**src/rtl/busmatrix_arb_pkg.sv**
```systemverilog
// Shared AHB encodings and arbiter state type for the bus-matrix output-stage arbiter.
package busmatrix_arb_pkg;

    localparam logic [1:0] HTRANS_IDLE   = 2'b00;
    localparam logic [1:0] HTRANS_BUSY   = 2'b01;
    localparam logic [1:0] HTRANS_NONSEQ = 2'b10;
    localparam logic [1:0] HTRANS_SEQ    = 2'b11;

    localparam logic [2:0] HBURST_SINGLE = 3'd0;
    localparam logic [2:0] HBURST_INCR   = 3'd1;
    localparam logic [2:0] HBURST_WRAP4  = 3'd2;
    localparam logic [2:0] HBURST_INCR4  = 3'd3;
    localparam logic [2:0] HBURST_WRAP8  = 3'd4;
    localparam logic [2:0] HBURST_INCR8  = 3'd5;
    localparam logic [2:0] HBURST_WRAP16 = 3'd6;
    localparam logic [2:0] HBURST_INCR16 = 3'd7;

    typedef logic [0:0] arb_state_t;
    localparam arb_state_t ARB_IDLE = 1'b0;
    localparam arb_state_t ARB_OWN  = 1'b1;

    // Undefined-length INCR counts as one beat so it is re-arbitrated every beat.
    function automatic logic [4:0] burst_len(input logic [2:0] hburst);
        case (hburst)
            HBURST_WRAP4,  HBURST_INCR4:  return 5'd4;
            HBURST_WRAP8,  HBURST_INCR8:  return 5'd8;
            HBURST_WRAP16, HBURST_INCR16: return 5'd16;
            default:                      return 5'd1;
        endcase
    endfunction

endpackage

```
**src/rtl/ahb_rr_picker.sv**
```systemverilog
// Combinational round-robin picker: lowest requesting index at or above ptr_i, wrapping.
module ahb_rr_picker #(
    parameter int NUM_MST = 3,
    parameter int PTR_W   = 2
) (
    input  logic [NUM_MST-1:0] req_i,
    input  logic [PTR_W-1:0]   ptr_i,
    output logic [NUM_MST-1:0] grant_o,
    output logic [PTR_W-1:0]   idx_o,
    output logic               any_o
);

    localparam logic [PTR_W:0] NUM_W = (PTR_W+1)'(NUM_MST);

    logic [PTR_W:0] pos;
    logic           found;

    always_comb begin
        grant_o = '0;
        idx_o   = '0;
        found   = 1'b0;
        pos     = '0;
        for (int off = 0; off < NUM_MST; off++) begin
            pos = {1'b0, ptr_i} + (PTR_W+1)'(off);
            if (pos >= NUM_W) begin
                pos = pos - NUM_W;
            end
            if (!found && req_i[pos[PTR_W-1:0]]) begin
                found                   = 1'b1;
                grant_o[pos[PTR_W-1:0]] = 1'b1;
                idx_o                   = pos[PTR_W-1:0];
            end
        end
        any_o = found;
    end

endmodule

```
**src/rtl/ahblite_busmatrix_arbiter.sv**
```systemverilog
// Round-robin address/data-phase arbiter for one AHB-Lite bus-matrix output stage.
// Define BUSMATRIX_ARB_LOCK_EN to add HMASTLOCK and keep a locked owner granted.
module ahblite_busmatrix_arbiter
    import busmatrix_arb_pkg::*;
#(
    parameter int NUM_MST = 3,
    parameter int CNT_W   = 5
) (
    input  logic                   HCLK,
    input  logic                   HRESET,
    input  logic [NUM_MST-1:0]     HSEL_REQ,
    input  logic [2*NUM_MST-1:0]   HTRANS_REQ,
    input  logic [3*NUM_MST-1:0]   HBURST_REQ,
`ifdef BUSMATRIX_ARB_LOCK_EN
    input  logic [NUM_MST-1:0]     HMASTLOCK,
`endif
    input  logic                   HREADYOUT_S,
    output logic [NUM_MST-1:0]     ACTIVE,
    output logic [NUM_MST-1:0]     ADDR_SEL,
    output logic [NUM_MST-1:0]     DATA_SEL,
    output logic                   HSEL_S
);

    localparam int PTR_W = $clog2(NUM_MST);

    arb_state_t         state_q, state_d;
    logic [NUM_MST-1:0] addr_sel_q, addr_sel_d;
    logic [NUM_MST-1:0] data_sel_q, data_sel_d;
    logic [CNT_W-1:0]   cnt_q, cnt_d, cnt_upd;
    logic [PTR_W-1:0]   ptr_q, ptr_d, ptr_nxt;

    logic [NUM_MST-1:0] req, beat, active;
    logic [1:0]         own_trans;
    logic [2:0]         own_burst;
    logic               own_req, own_beat, own_lock, rearb;
    logic [NUM_MST-1:0] pick_grant;
    logic [PTR_W-1:0]   pick_idx;
    logic               pick_any;

    always_comb begin
        req       = '0;
        beat      = '0;
        own_trans = HTRANS_IDLE;
        own_burst = HBURST_SINGLE;
        own_lock  = 1'b0;
        for (int i = 0; i < NUM_MST; i++) begin
            req[i]  = HSEL_REQ[i] && (HTRANS_REQ[2*i +: 2] != HTRANS_IDLE);
            beat[i] = req[i] && HTRANS_REQ[2*i+1];
            if (addr_sel_q[i]) begin
                own_trans = HTRANS_REQ[2*i +: 2];
                own_burst = HBURST_REQ[3*i +: 3];
`ifdef BUSMATRIX_ARB_LOCK_EN
                own_lock  = HMASTLOCK[i];
`endif
            end
        end
    end

    assign active   = addr_sel_q & req;
    assign own_req  = |active;
    assign own_beat = |(addr_sel_q & beat);

    // Owner is excluded from the candidates; in ARB_IDLE addr_sel_q is zero so all requests compete.
    ahb_rr_picker #(
        .NUM_MST (NUM_MST),
        .PTR_W   (PTR_W)
    ) u_picker (
        .req_i   (req & ~addr_sel_q),
        .ptr_i   (ptr_q),
        .grant_o (pick_grant),
        .idx_o   (pick_idx),
        .any_o   (pick_any)
    );

    assign ptr_nxt = (pick_idx == PTR_W'(NUM_MST-1)) ? '0 : pick_idx + 1'b1;

    always_comb begin
        cnt_upd = cnt_q;
        if (own_beat && own_trans == HTRANS_NONSEQ) begin
            cnt_upd = CNT_W'(burst_len(own_burst) - 5'd1);
        end else if (own_beat && own_trans == HTRANS_SEQ && cnt_q != '0) begin
            cnt_upd = cnt_q - 1'b1;
        end
        rearb = !own_lock && ((own_beat && cnt_upd == '0) || !own_req);
    end

    always_comb begin
        state_d    = state_q;
        addr_sel_d = addr_sel_q;
        data_sel_d = data_sel_q;
        cnt_d      = cnt_q;
        ptr_d      = ptr_q;
        if (HREADYOUT_S) begin
            data_sel_d = active & beat;
            if (state_q == ARB_IDLE) begin
                if (pick_any) begin
                    state_d    = ARB_OWN;
                    addr_sel_d = pick_grant;
                    ptr_d      = ptr_nxt;
                end
            end else begin
                cnt_d = cnt_upd;
                if (rearb) begin
                    // The new winner's count loads on its own first NONSEQ, not here.
                    if (pick_any) begin
                        addr_sel_d = pick_grant;
                        ptr_d      = ptr_nxt;
                        cnt_d      = '0;
                    end else if (!own_req) begin
                        state_d    = ARB_IDLE;
                        addr_sel_d = '0;
                        cnt_d      = '0;
                    end
                end
            end
        end
    end

    always_ff @(posedge HCLK) begin
        if (HRESET) begin
            state_q    <= ARB_IDLE;
            addr_sel_q <= '0;
            data_sel_q <= '0;
            cnt_q      <= '0;
            ptr_q      <= '0;
        end else begin
            state_q    <= state_d;
            addr_sel_q <= addr_sel_d;
            data_sel_q <= data_sel_d;
            cnt_q      <= cnt_d;
            ptr_q      <= ptr_d;
        end
    end

    assign ACTIVE   = active;
    assign ADDR_SEL = addr_sel_q;
    assign DATA_SEL = data_sel_q;
    assign HSEL_S   = |active;

endmodule
```
**config.mk**
```make
export PLATFORM = sky130hd
export DESIGN_NAME = ahblite_busmatrix_arbiter
export DESIGN_NICKNAME = d
export VERILOG_FILES = /design/src/rtl/busmatrix_arb_pkg.sv /design/src/rtl/ahb_rr_picker.sv /design/src/rtl/ahblite_busmatrix_arbiter.sv
export SDC_FILE = /design/constraint.sdc
export NUM_CORES = 1
export LEC_CHECK = 0
export CELL_PAD_IN_SITES_DETAIL_PLACEMENT = 0
export CELL_PAD_IN_SITES_GLOBAL_PLACEMENT = 2
export CORE_MARGIN = 1
export CORE_UTILIZATION = 31
export CTS_BUF_LIST = sky130_fd_sc_hd__clkbuf_2
export DETAILED_ROUTE_END_ITERATION = 6
export PLACE_DENSITY = 0.94
export SYNTH_ARGS = -nofsm -noshare
export SYNTH_HDL_FRONTEND = slang
export SYNTH_HIERARCHICAL = 1
export SYNTH_SLANG_ARGS = --single-unit
```
**constraint.sdc**
```tcl
create_clock -name HCLK -period 4.4 [get_ports HCLK]
set_input_delay 0.44 -clock HCLK [delete_from_list [all_inputs] [get_ports HCLK]]
set_output_delay 0.44 -clock HCLK [all_outputs]
set_load 0.01 [all_outputs]
```
# Word level (Yosys, flattened, before mapping)

Index checks and enable logic that the tools add are counted.
W data, S select, Z words.

ROM bits: 0
Bits in latches: 0
RAM bits: 0
Memories kept: 0
Bits in registers: 14

Multiply operators: 0
Bitwise gates (word level): 7
Mux-type cells: 51
Add/subtract/negate cells: 8
Shifts and indexed selects: 0
Order comparisons: 9
Equality and inequality tests: 11
Divide/modulo/power cells: 0
Reductions and logical operators: 33

Operator list:

| cell                  | number |
|---|---|
| $mux W3               | 11 |
| $mux W5               | 6 |
| $mux W2               | 13 |
| $logic_and A1 B1 Y1   | 15 |
| $pmux W5 S3           | 1 |
| $mux W1               | 14 |
| $and A3 B3 Y3         | 4 |
| $eq A3 B3 Y1 const B  | 4 |
| $sub A5 B1 Y5 const B | 2 |
| $lt A2 B3 Y1 const B  | 3 |
| $reduce_bool A2 Y1    | 4 |
| $bmux W1 S2           | 3 |
| $demux W1 S2          | 3 |
| $eq A2 B2 Y1 const B  | 3 |
| $eq A3 B2 Y1 const B  | 2 |
| $ge A2 B1 Y1 const B  | 3 |
| $ge A3 B2 Y1 const B  | 2 |
| $or A3 B3 Y3          | 2 |
| $reduce_or A2 Y1      | 3 |
| $reduce_or A3 Y1      | 2 |
| $sub A2 B2 Y2 const B | 3 |
| $logic_not A5 Y1      | 1 |
| $reduce_bool A5 Y1    | 1 |
| $reduce_and A2 Y1     | 2 |
| 10 further kinds      | 12 |

# Depth between registers and ports, before layout

Gate-level depths: netlist of run 1.

Depth in word-level cells: 17
Depth in mapped cells: 10

# By module

Netlist of run 1, hierarchy kept.

Modules (own cells, without submodules):

| module                    | times used | cells an instance | seq. area each (um^2) | area each (um^2) |
|---|---|---|---|---|
| ahblite_busmatrix_arbiter | 1          | 135               | 280.3                 | 1072.3 |
| ahb_rr_picker             | 1          | 41                | 0.0                   | 281.5 |

# Least setup slack after synthesis of run 1

OpenSTA, ideal clock, no wires.

Path type: register -> register
From: register addr_sel_q[1] (netlist: ADDR_SEL[1])
To: register ptr_q[0]
Stages on the path, launching flop included: 10
Slack: 1.699 ns
Buffers on the path: 2
Period minus slack after synthesis: 2.701 ns
Data required time: 4.277 ns
Library setup time: 0.123 ns
Arrival time: 2.578 ns
Cells stage by stage: dfxtp_1 buf_4 a21oi_1 a22o_1 or2_0 buf_2 o32a_1 or4_4 a31oi_4 mux2_1

Word-level cells in the longest chain between the ends: 16
Elaborated cells on any way between the ends: 57
Classes of those cells: add/sub: 2; eq/ne: 10; mux: 24; bitwise: 4; reduce/logical: 17

RTL lines:

| item                                                   | RTL line                         | source |
|---|---|---|
| start, declared                                        | ahblite_busmatrix_arbiter.sv:27  | `logic [NUM_MST-1:0] addr_sel_q, addr_sel_d;` |
| start signal, assigned                                 | ahblite_busmatrix_arbiter.sv:128 | `addr_sel_q <= addr_sel_d;` |
| branches (longest 16 deep; another with $sub A5 B1 Y5) | -                                |  |
| end signal, assigned                                   | ahblite_busmatrix_arbiter.sv:131 | `ptr_q <= ptr_d;` |
| end, declared                                          | ahblite_busmatrix_arbiter.sv:30  | `logic [PTR_W-1:0] ptr_q, ptr_d, ptr_nxt;` |

Several ways; the timed one is not identified. The select of a mux whose other input is x is not followed.
A chain may end at the register's enable or synchronous reset.

# Worst setup path in the final report of run 1

From: input port HTRANS_REQ[5]
To: register ptr_q[0]

Word-level cells in the longest chain between the ends: 17
Elaborated cells on any way between the ends: 44
Classes of those cells: add/sub: 1; eq/ne: 4; mux: 19; bitwise: 3; reduce/logical: 17

RTL lines:

| item                                          | RTL line                                                          | source |
|---|---|---|
| start, declared                               | ahblite_busmatrix_arbiter.sv:12                                   | `input logic [2*NUM_MST-1:0] HTRANS_REQ,` |
| $reduce_bool A2 Y1                            | ahblite_busmatrix_arbiter.sv:47                                   | `req[i] = HSEL_REQ[i] && (HTRANS_REQ[2*i +: 2] != HTRANS_IDLE);` |
| $logic_and A1 B1 Y1                           | ahblite_busmatrix_arbiter.sv:47                                   |  |
| $and A3 B3 Y3                                 | ahblite_busmatrix_arbiter.sv:68                                   | `.req_i (req & ~addr_sel_q),` |
| $bmux W1 S2                                   | ahb_rr_picker.sv:28                                               | `if (!found && req_i[pos[PTR_W-1:0]]) begin` |
| $mux W1 (implied by the code)                 | ahb_rr_picker.sv:28                                               |  |
| $mux W1                                       | ahb_rr_picker.sv:28                                               |  |
| $logic_not A1 Y1                              | ahb_rr_picker.sv:28                                               |  |
| $logic_and A1 B1 Y1                           | ahb_rr_picker.sv:28                                               |  |
| $mux W1                                       | ahb_rr_picker.sv:28                                               |  |
| $logic_not A1 Y1                              | ahb_rr_picker.sv:28                                               |  |
| $logic_and A1 B1 Y1                           | ahb_rr_picker.sv:28                                               |  |
| $mux W2                                       | ahb_rr_picker.sv:28                                               |  |
| $add A2 B1 Y2 or $eq A2 B2 Y1 (tied branches) | ahblite_busmatrix_arbiter.sv:75                                   | `assign ptr_nxt = (pick_idx == PTR_W'(NUM_MST-1)) ? '0 : pick_idx + 1'b1;` |
| $mux W2                                       | ahblite_busmatrix_arbiter.sv:75                                   |  |
| $mux W2                                       | ahblite_busmatrix_arbiter.sv:96, ahblite_busmatrix_arbiter.sv:105 |  |
| $mux W2                                       | ahblite_busmatrix_arbiter.sv:103                                  | `if (rearb) begin` |
| $mux W2                                       | ahblite_busmatrix_arbiter.sv:95                                   | `if (state_q == ARB_IDLE) begin` |

Several ways; a longest one is shown, not always the timed one. The select of a mux whose other input is x is not followed.

==> metrics.txt, run 1 <==
CP Capture Type=register; Die Span Y=68.1 microns; CTS H-tree lvls=1; post-synthesis sequential area ratio=between 20% and 30%; Detail Placement HPWL=2690 microns; CTS tree=yes; CTS Sinks=14; number of antenna violations at the first check in global routing=0; Finished Core Util=40.7%; worst vdd ir=183 uV; Hold Crit Class=register to register; I/O Buffers=27; number of routed nets with antenna violations=0; Core Rows=23; flop and latch count out of synthesis=14; Syn Nets=202; Combinational Power Share=66.6%; Yosys warning total=6; first-pass GRT wire length=5820 microns; Pleak=0.634 nW; Iter 0 DRT Violations=just under 80; # IOs=31; cts repair resizes=0; final hold violations=0; Clock Power Share=8.4%; Initial Util=33.1%; DP Area=0.00164 sq mm; max_cap viols=0; Worst Path Max Fanout=7; DR pass1 iterations=4; setup_tns=0 ns; largest net degree at the start of global routing=20; post-layout min period=roughly 3.1 ns; slew margin rel.=60.7%; PD cells=449 mW/mm^2; NetSw=356 uW; routability congestion estimate=approximately 0.80; cell count after synthesis=176; unrepaired setup endpoints after global routing=false; status=finished clean; critical path arrival=3.29 ns; drt wl/cell=14.1 microns; Remaining DRCs=0; Setup-failing EPs final=0; die area=between 0.004 and 0.005 sq mm; top cells by count, synth=nor2_1, dfxtp_1, inv_1, a21oi_1; share of the synthesized area in the top cell type=20.7%; final wirelength=roughly 3500 microns; R2R Setup Slk=~1.4 ns; Core Box Area=about 0.0041 sq mm; post-route cell area=0.00166 sq mm; vias in the first global route=1244; Final Power=746 uW; clk_lat worst skew=0.28 ns; top-count cell post-synth=nor2_1; Startpoint Class=primary input; worst setup path endpoint=ptr_q[0]; CTS buffer count=3; type of the worst setup path=primary input to register; R2R depth=7; chip width=68.1 microns; Nets=226; Int Power=391 uW; Primary FF master, synth=dfxtp_1; Clock transition at path regs=0.14 ns; clk root buf=clkbuf_2; Post-Syn Area=~0.0014 sq mm; share of power burned in registers=25.1%; period utilization=70.6%; post-synth top area cell=dfxtp_1; worst clock skew=0.00791 ns; ANT cells=0; CP Launch Point=HTRANS_REQ[5]; Slew Viols, Final=0; fmax=0.322 GHz; ys async rst share=0%; Post-CTS Hold Buffers=0; switching share of total power=47.7%; routed vias=about 1300; synthesized area per cell=7.69 sq um; proportion of layout cells with a drive suffix above 1=6.53%; synth-to-layout area growth=22.7%; top post-synthesis cells by area=dfxtp_1, mux2i_1, nand3b_1; Filler cells=448; RR Endpoint=ptr_q[0]; Post CTS Setup Buffer Count=0; synth unique cells=48; Clock Path Buffers=2; global route overflow=0; vias per cell=about 5.3; worst r2r src=ADDR_SEL[2]; number of flops mapped to enable cells by yosys=0; Worst Tran Pin Value=0.587 ns; required time worst endpoint=4.59 ns; GRT Total Usage=between 10% and 20%
==> area by class of cell <==
cell class	instances	area [sq um]	share of cell area (%)
inverters	14	52.6	3.16
well taps	50	62.6	3.77
multi-input cells	140	977	58.8
clock buffers	3	15.0	0.904
flip-flops and latches	14	280	16.9
repair buffers	27	270	16.3
clock inverters	1	3.75	0.226
==> how the worst min path moves through the flow <==
| stage | slack [ns] | cells after the start | start | endpoint |
|---|---|---|---|---|
| after floorplan | 0.45 | 2 | cnt_q[4] | cnt_q[4] |
| after CTS | 0.52 | 2 | cnt_q[4] | cnt_q[4] |
| after global placement | 0.49 | 2 | DATA_SEL[1] | DATA_SEL[1] |
| after detailed placement | 0.49 | 2 | DATA_SEL[2] | DATA_SEL[2] |
| final | 0.52 | 2 | cnt_q[4] | cnt_q[4] |
| after global routing | 0.55 | 2 | cnt_q[4] | cnt_q[4] |
==> kinds of logic after synthesis <==
logic type | Yosys count | synth area share (%)
AND/OR/NAND/NOR | 65 | 27.1
AO/OA/AOI/OAI | 56 | 29.0
buffers and inverters | 22 | 7.12
multiplexers | 14 | 11.5
flip-flops | 14 | 20.7
adder cells (fa/ha/maj) | 5 | 4.62
==> state kept, by name (all words and copies together), names as in the netlist <==
register / flops
cnt_q: 5
ADDR_SEL: 3
DATA_SEL: 3
ptr_q: 2
state_q: 1
==> power by group through the flow <==
stage          Clock [mW]  Combinational (mW)  Sequential (mW)
2_1_floorplan           0               0.393            0.170
3_3_place_gp            0               0.500            0.189
3_5_place_dp            0               0.495            0.190
4_1_cts            0.0647               0.499            0.187
5_1_grt            0.0730               0.559            0.193
6_report           0.0624               0.497            0.187
==> stage by stage <==
stage	setup WS, ns	hold slack (ns)	std cells
after floorplan	1.70	0.452	176
after global placement	0.962	0.487	245
after detailed placement	0.980	0.486	245
after CTS	1.31	0.520	249
after global routing	1.08	0.547	249
final	1.29	0.525	249
==> cell usage in the layout, fill, tap and decap left out, types with 4 or more instances in the layout <==
master | Yosys | layout
a21oi_1 | 13 | 13
a31oi_1 | 4 | 4
and3_1 | 4 | 4
clkdlybuf4s50_1 | 0 | 27
dfxtp_1 | 14 | 14
ha_1 | 5 | 5
inv_1 | 14 | 14
mux2i_1 | 11 | 11
nand2_1 | 9 | 9
nand2b_1 | 6 | 6
nand3b_1 | 11 | 11
nor2_1 | 17 | 17
nor3_1 | 5 | 5
o21ai_0 | 8 | 8
==> per-layer routing <==
metal	share of wire, %	GRT usage, %
met1	53	23.9
met2	42	25.4
met3	5.0	1.83
met4	0.63	5.73
met5	0	0
==> worst max-delay path, cell delays in order <==
cell and delay (ns):
clkdlybuf4s50_1 0.46, and3_1 0.23, nor3_2 0.32, or2_0 0.39, o21ai_0 0.26, or4_4 0.61, a31oi_4 0.23, mux2_1 0.34
Power figures use the tool's default switching activity.
==> run 2, diff against run 1 <==
--- a/config.mk
+++ b/config.mk
@@ -8,10 +8,10 @@
 export CELL_PAD_IN_SITES_DETAIL_PLACEMENT = 0
 export CELL_PAD_IN_SITES_GLOBAL_PLACEMENT = 2
 export CORE_MARGIN = 1
-export CORE_UTILIZATION = 31
+export CORE_UTILIZATION = 26
 export CTS_BUF_LIST = sky130_fd_sc_hd__clkbuf_2
 export DETAILED_ROUTE_END_ITERATION = 6
-export PLACE_DENSITY = 0.94
+export PLACE_DENSITY = 0.85
 export SYNTH_ARGS = -nofsm -noshare
 export SYNTH_HDL_FRONTEND = slang
 export SYNTH_HIERARCHICAL = 1
==> constraint.sdc (replaced) <==
create_clock -name HCLK -period 2.65 [get_ports HCLK]
set_input_delay 0.265 -clock HCLK [delete_from_list [all_inputs] [get_ports HCLK]]
set_output_delay 0.265 -clock HCLK [all_outputs]
set_load 0.01 [all_outputs]
==> metrics.txt, run 2 (synthesis gave the netlist of run 1 again) <==
DP Area=~0.0019 sq mm; vias per cell=4.98; I/O Buffers=27; slew margin rel.=61.6%; Worst Tran Pin Value=around 0.57 ns; peak per-stage delay on the critical path=0.51 ns; commonest non-fill, non-tap cell in the layout=buf_4; most frequent cells in the layout=buf_4, clkdlybuf4s50_1, nor2_1; number of antenna violations at the first check in global routing=0; routed vias=between 1500 and 2000; clk root buf=clkbuf_2; type of the worst setup path=primary input to register; max FFs per register=5; first-pass GRT wire length=6510 microns; Core Rows=25; Initial Util=27.7%; Worst Path Max Fanout=4; PD cells=slightly above 700 mW/mm^2; Nets=roughly 260; Final Power=1.43 mW; final hold violations=0; Hold Crit Class=register to register; R2R depth=8; largest net degree at the start of global routing=20; CTS buffer count=3; hold depth=2; most used cell, CP=a21o_1; R2R Setup Slk=0.09 ns; die area=0.00550 sq mm; period utilization=97.0%; proportion of layout cells with a drive suffix above 1=24.6%; global route overflow=0; setup_tns=0 ns; fmax=between 0.3 and 0.4 GHz; Filler cells=540; WP depth=9; # IOs=31; pre-CTS setup slack=-0.240 ns; Slew Viols, Final=0; Startpoint Class=primary input; Remaining DRCs=0; required time worst endpoint=2.83 ns; final wirelength=3980 microns; post-route cell area=0.00199 sq mm; max_cap viols=0; Pleak=about 0.8 nW; routability congestion estimate=around 0.8; DR pass1 iterations=4; clk_lat worst skew=0.29 ns; Die Span Y=74.2 microns; status=finished clean; most flop-heavy register=cnt_q; vias in the first global route=1398; synth-to-layout area growth=46.9%; Core Box Area=0.00488 sq mm; worst vdd ir=253 uV; CTS H-tree lvls=1; drt wl/cell=about 13 microns; Setup-failing EPs final=0; critical path arrival=2.75 ns; Detail Placement HPWL=3100 microns; Clock transition at path regs=~0.15 ns; highest-delay cell along the critical path=or4_4; worst setup margin=0.0784 ns; number of routed nets with antenna violations=0; Bufs and invs on worst path=2; unrepaired setup endpoints after global routing=true; CP Capture Type=register; Post-CTS Hold Buffers=0; Clock Path Buffers=2; CTS Sinks=14; Cell Chain, Critical Path=clkdlybuf4s50_1 -> a21oi_1 -> a21o_1 -> buf_4 -> o21bai_1 -> a21o_1 -> or4_4 -> a31oi_4 -> mux2_1; chip width=74.2 microns; CTS tree=yes; GRT Total Usage=15.1%; Iter 0 DRT Violations=77; ANT cells=0; post-layout min period=about 2.6 ns; cell family with most CP delay=compound AO/OA/AOI/OAI gates; worst clock skew=approximately 0.014 ns
==> run 2: area by class of cell <==
class / count / area [sq um] / area share [%]
clock inverters: 1 / 3.75 / 0.189
clock buffers: 3 / 15.0 / 0.755
multi-input cells: 140 / 998 / 50.2
inverters: 14 / 52.6 / 2.64
repair buffers: 64 / 548 / 27.6
flip-flops and latches: 14 / 287 / 14.4
well taps: 67 / 83.8 / 4.22
==> run 2: report_power, final <==
part,total [mW],internal [mW],switching [mW]
Combinational,1.02,0.507,0.518
Clock,0.107,0.0328,0.0741
Sequential,0.299,0.246,0.0528
Total,1.43,0.786,0.644
==> run 2: what timing repair did <==
action	in CTS	in global routing
gates resized for setup	0	7
setup buffers	0	1
setup endpoints to repair	0	7
==> run 2: worst min-delay path: cells and delay by family, from the launching register on <==
kind	cells	cell delay, ns
buf+inv	1	0.08
flops	1	0.37
compound gates	1	0.04
==> run 2: layer usage <==
layer  up-vias  routed length, microns  global-route usage (%)
met5         -                       0                       0
met4         0                      21                    4.49
met3         4                     297                    1.49
met2        55                    1750                    24.5
met1       683                    1910                    21.0
li1        767                       -                       -
==> run 2: final timing paths <==
check	from	end
min reg2reg	cnt_q[4]	cnt_q[4]
max reg2reg	ADDR_SEL[1]	ptr_q[0]
min	cnt_q[4]	cnt_q[4]
max	HTRANS_REQ[2]	ptr_q[0]
==> run 2: metrics by stage <==
stage | hold WS, ns | cells | util, %
after global routing | 0.554 | 303 | 40.7
final | 0.519 | 303 | 40.7
after floorplan | 0.452 | 176 | -
after detailed placement | 0.487 | 298 | 39.7
after CTS | 0.517 | 302 | 40.1
after global placement | 0.486 | 298 | 39.7
==> run 3, diff against run 2 <==
--- a/config.mk
+++ b/config.mk
@@ -5,7 +5,7 @@
 export SDC_FILE = /design/constraint.sdc
 export NUM_CORES = 1
 export LEC_CHECK = 0
-export CELL_PAD_IN_SITES_DETAIL_PLACEMENT = 0
+export CELL_PAD_IN_SITES_DETAIL_PLACEMENT = 1
 export CELL_PAD_IN_SITES_GLOBAL_PLACEMENT = 2
 export CORE_MARGIN = 1
 export CORE_UTILIZATION = 26
==> metrics.txt, run 3 (synthesis gave the netlist of run 1 again) <==
die area=0.00550 sq mm; first-pass GRT wire length=7110 microns; setup_tns=0 ns; worst setup margin=roughly 0.12 ns; Setup-failing EPs final=0; CTS buffer count=3; final wirelength=4350 microns; Core Rows=25; pre-CTS setup slack=-0.247 ns; Startpoint Class=register; cell family with most CP delay=simple AND/OR/NAND/NOR gates; drt wl/cell=14.4 microns; clk root buf=clkbuf_2; peak per-stage delay on the critical path=0.52 ns; Cell Chain, Critical Path=nor2b_1 -> a21o_1 -> buf_4 -> o21bai_1 -> a21o_1 -> or4_4 -> a31oi_4 -> mux2_1; DR pass1 iterations=5; number of routed nets with antenna violations=0; routability congestion estimate=between 0.7 and 0.8; Post-CTS Hold Buffers=0; CTS Sinks=14; final hold violations=0; # IOs=31; most frequent cells in the layout=buf_4, clkdlybuf4s50_1, nor2_1; CP Launch Point=ADDR_SEL[2]; commonest non-fill, non-tap cell in the layout=buf_4; Bufs and invs on worst path=1; Hold Crit Class=register to register; required time worst endpoint=~2.8 ns; vias in the first global route=1521; Initial Util=27.7%; synth-to-layout area growth=46.1%; routed vias=1521; worst r2r src=ADDR_SEL[2]; slew margin rel.=59.3%; R2R depth=8; PD cells=731 mW/mm^2; R2R Setup Slk=0.12 ns; number of antenna violations at the first check in global routing=0; Worst Path Max Fanout=8; GRT Total Usage=16.6%; largest net degree at the start of global routing=20; placed cells=298; CP Capture Type=register; Slew Viols, Final=0; Nets=262; Clock transition at path regs=0.14 ns; max FFs per register=5; worst setup path endpoint=ptr_q[0]; global route overflow=0; worst clock skew=0.00658 ns; Iter 0 DRT Violations=53; most used cell, CP=a21o_1; ANT cells=0; Die Span Y=approximately 74 microns; most flop-heavy register=cnt_q; type of the worst setup path=register to register; CTS tree=yes; Worst Tran Pin Value=0.608 ns; Hold Path Origin=DATA_SEL[2]; vias per cell=around 5; max_cap viols=0; I/O Buffers=27; CTS H-tree lvls=1; Post CTS Setup Buffer Count=0; Remaining DRCs=0; worst vdd ir=286 uV; Pleak=0.814 nW; post-route cell area=0.00198 sq mm; highest-delay cell along the critical path=or4_4; WP depth=8; status=finished clean; fin cells=301; fmax=0.395 GHz; DP Area=~0.0019 sq mm; Core Box Area=roughly 0.005 sq mm; proportion of layout cells with a drive suffix above 1=around a quarter; chip width=74.2 microns; RR Endpoint=ptr_q[0]; post-layout min period=2.53 ns; Detail Placement HPWL=3560 microns; critical path arrival=2.72 ns; period utilization=95.6%; clk_lat worst skew=between 0.2 and 0.3 ns; Clock Path Buffers=2
-- run 3: where the power goes --
group	switching, mW	internal [mW]	total, mW
clock	0.0721	0.0309	0.103
combinational	0.534	0.507	1.04
sequential	0.0552	0.246	0.302
-- run 3: area by class of cell --
class / instances / area [sq um]
fill: 625 / 2900
multi-input combinational: 140 / 1000
timing repair buffer: 63 / 541
sequential: 14 / 287
tap: 67 / 83.8
inverter: 14 / 52.6
clock buffer: 3 / 15.0
-- run 3: timing repair --
action,4_1_cts,5_1_grt
setup endpoints to repair,1,7
pin swaps,0,2
gates resized for setup,1,7
gates cloned,0,0
endpoints found under the hold margin,0,0
-- run 3: through the flow --
step | power (mW) | hold slack [ns] | utilization (%)
finish | 1.45 | 0.522 | 40.5
detailed placement | 1.33 | 0.489 | 39.7
floorplan | 0.937 | 0.452 | -
CTS | 1.44 | 0.530 | 40.0
global route | 1.57 | 0.558 | 40.5
global placement | 1.30 | 0.486 | 39.7
-- run 3: worst min-delay path by stage --
stage | slack, ns | depth (start not counted) | endpoint
6_report | 0.52 | 2 | DATA_SEL[2]
5_1_grt | 0.56 | 2 | DATA_SEL[1]
4_1_cts | 0.53 | 2 | DATA_SEL[0]
3_5_place_dp | 0.49 | 2 | DATA_SEL[1]
3_3_place_gp | 0.49 | 2 | ADDR_SEL[0]
2_1_floorplan | 0.45 | 2 | cnt_q[4]
-- run 3: worst reg2reg max path: cells and delay by family, from the launching register on --
family / cells / cell delay (ns)
flops: 1 / 0.45
compound gates: 4 / 0.66
buf+inv: 1 / 0.14
simple gates: 2 / 0.87
mux: 1 / 0.33
-- run 3: layer usage --
layer | vias up | share of wire [%] | routed length, microns | GRT usage, %
li1 | 767 | - | - | -
met1 | 718 | 49 | 2130 | 22.2
met2 | 32 | 46 | 2000 | 29.1
met3 | 4 | 3.9 | 170 | 0.813
met4 | 0 | 0.97 | 42 | 3.85
met5 | - | 0 | 0 | 0
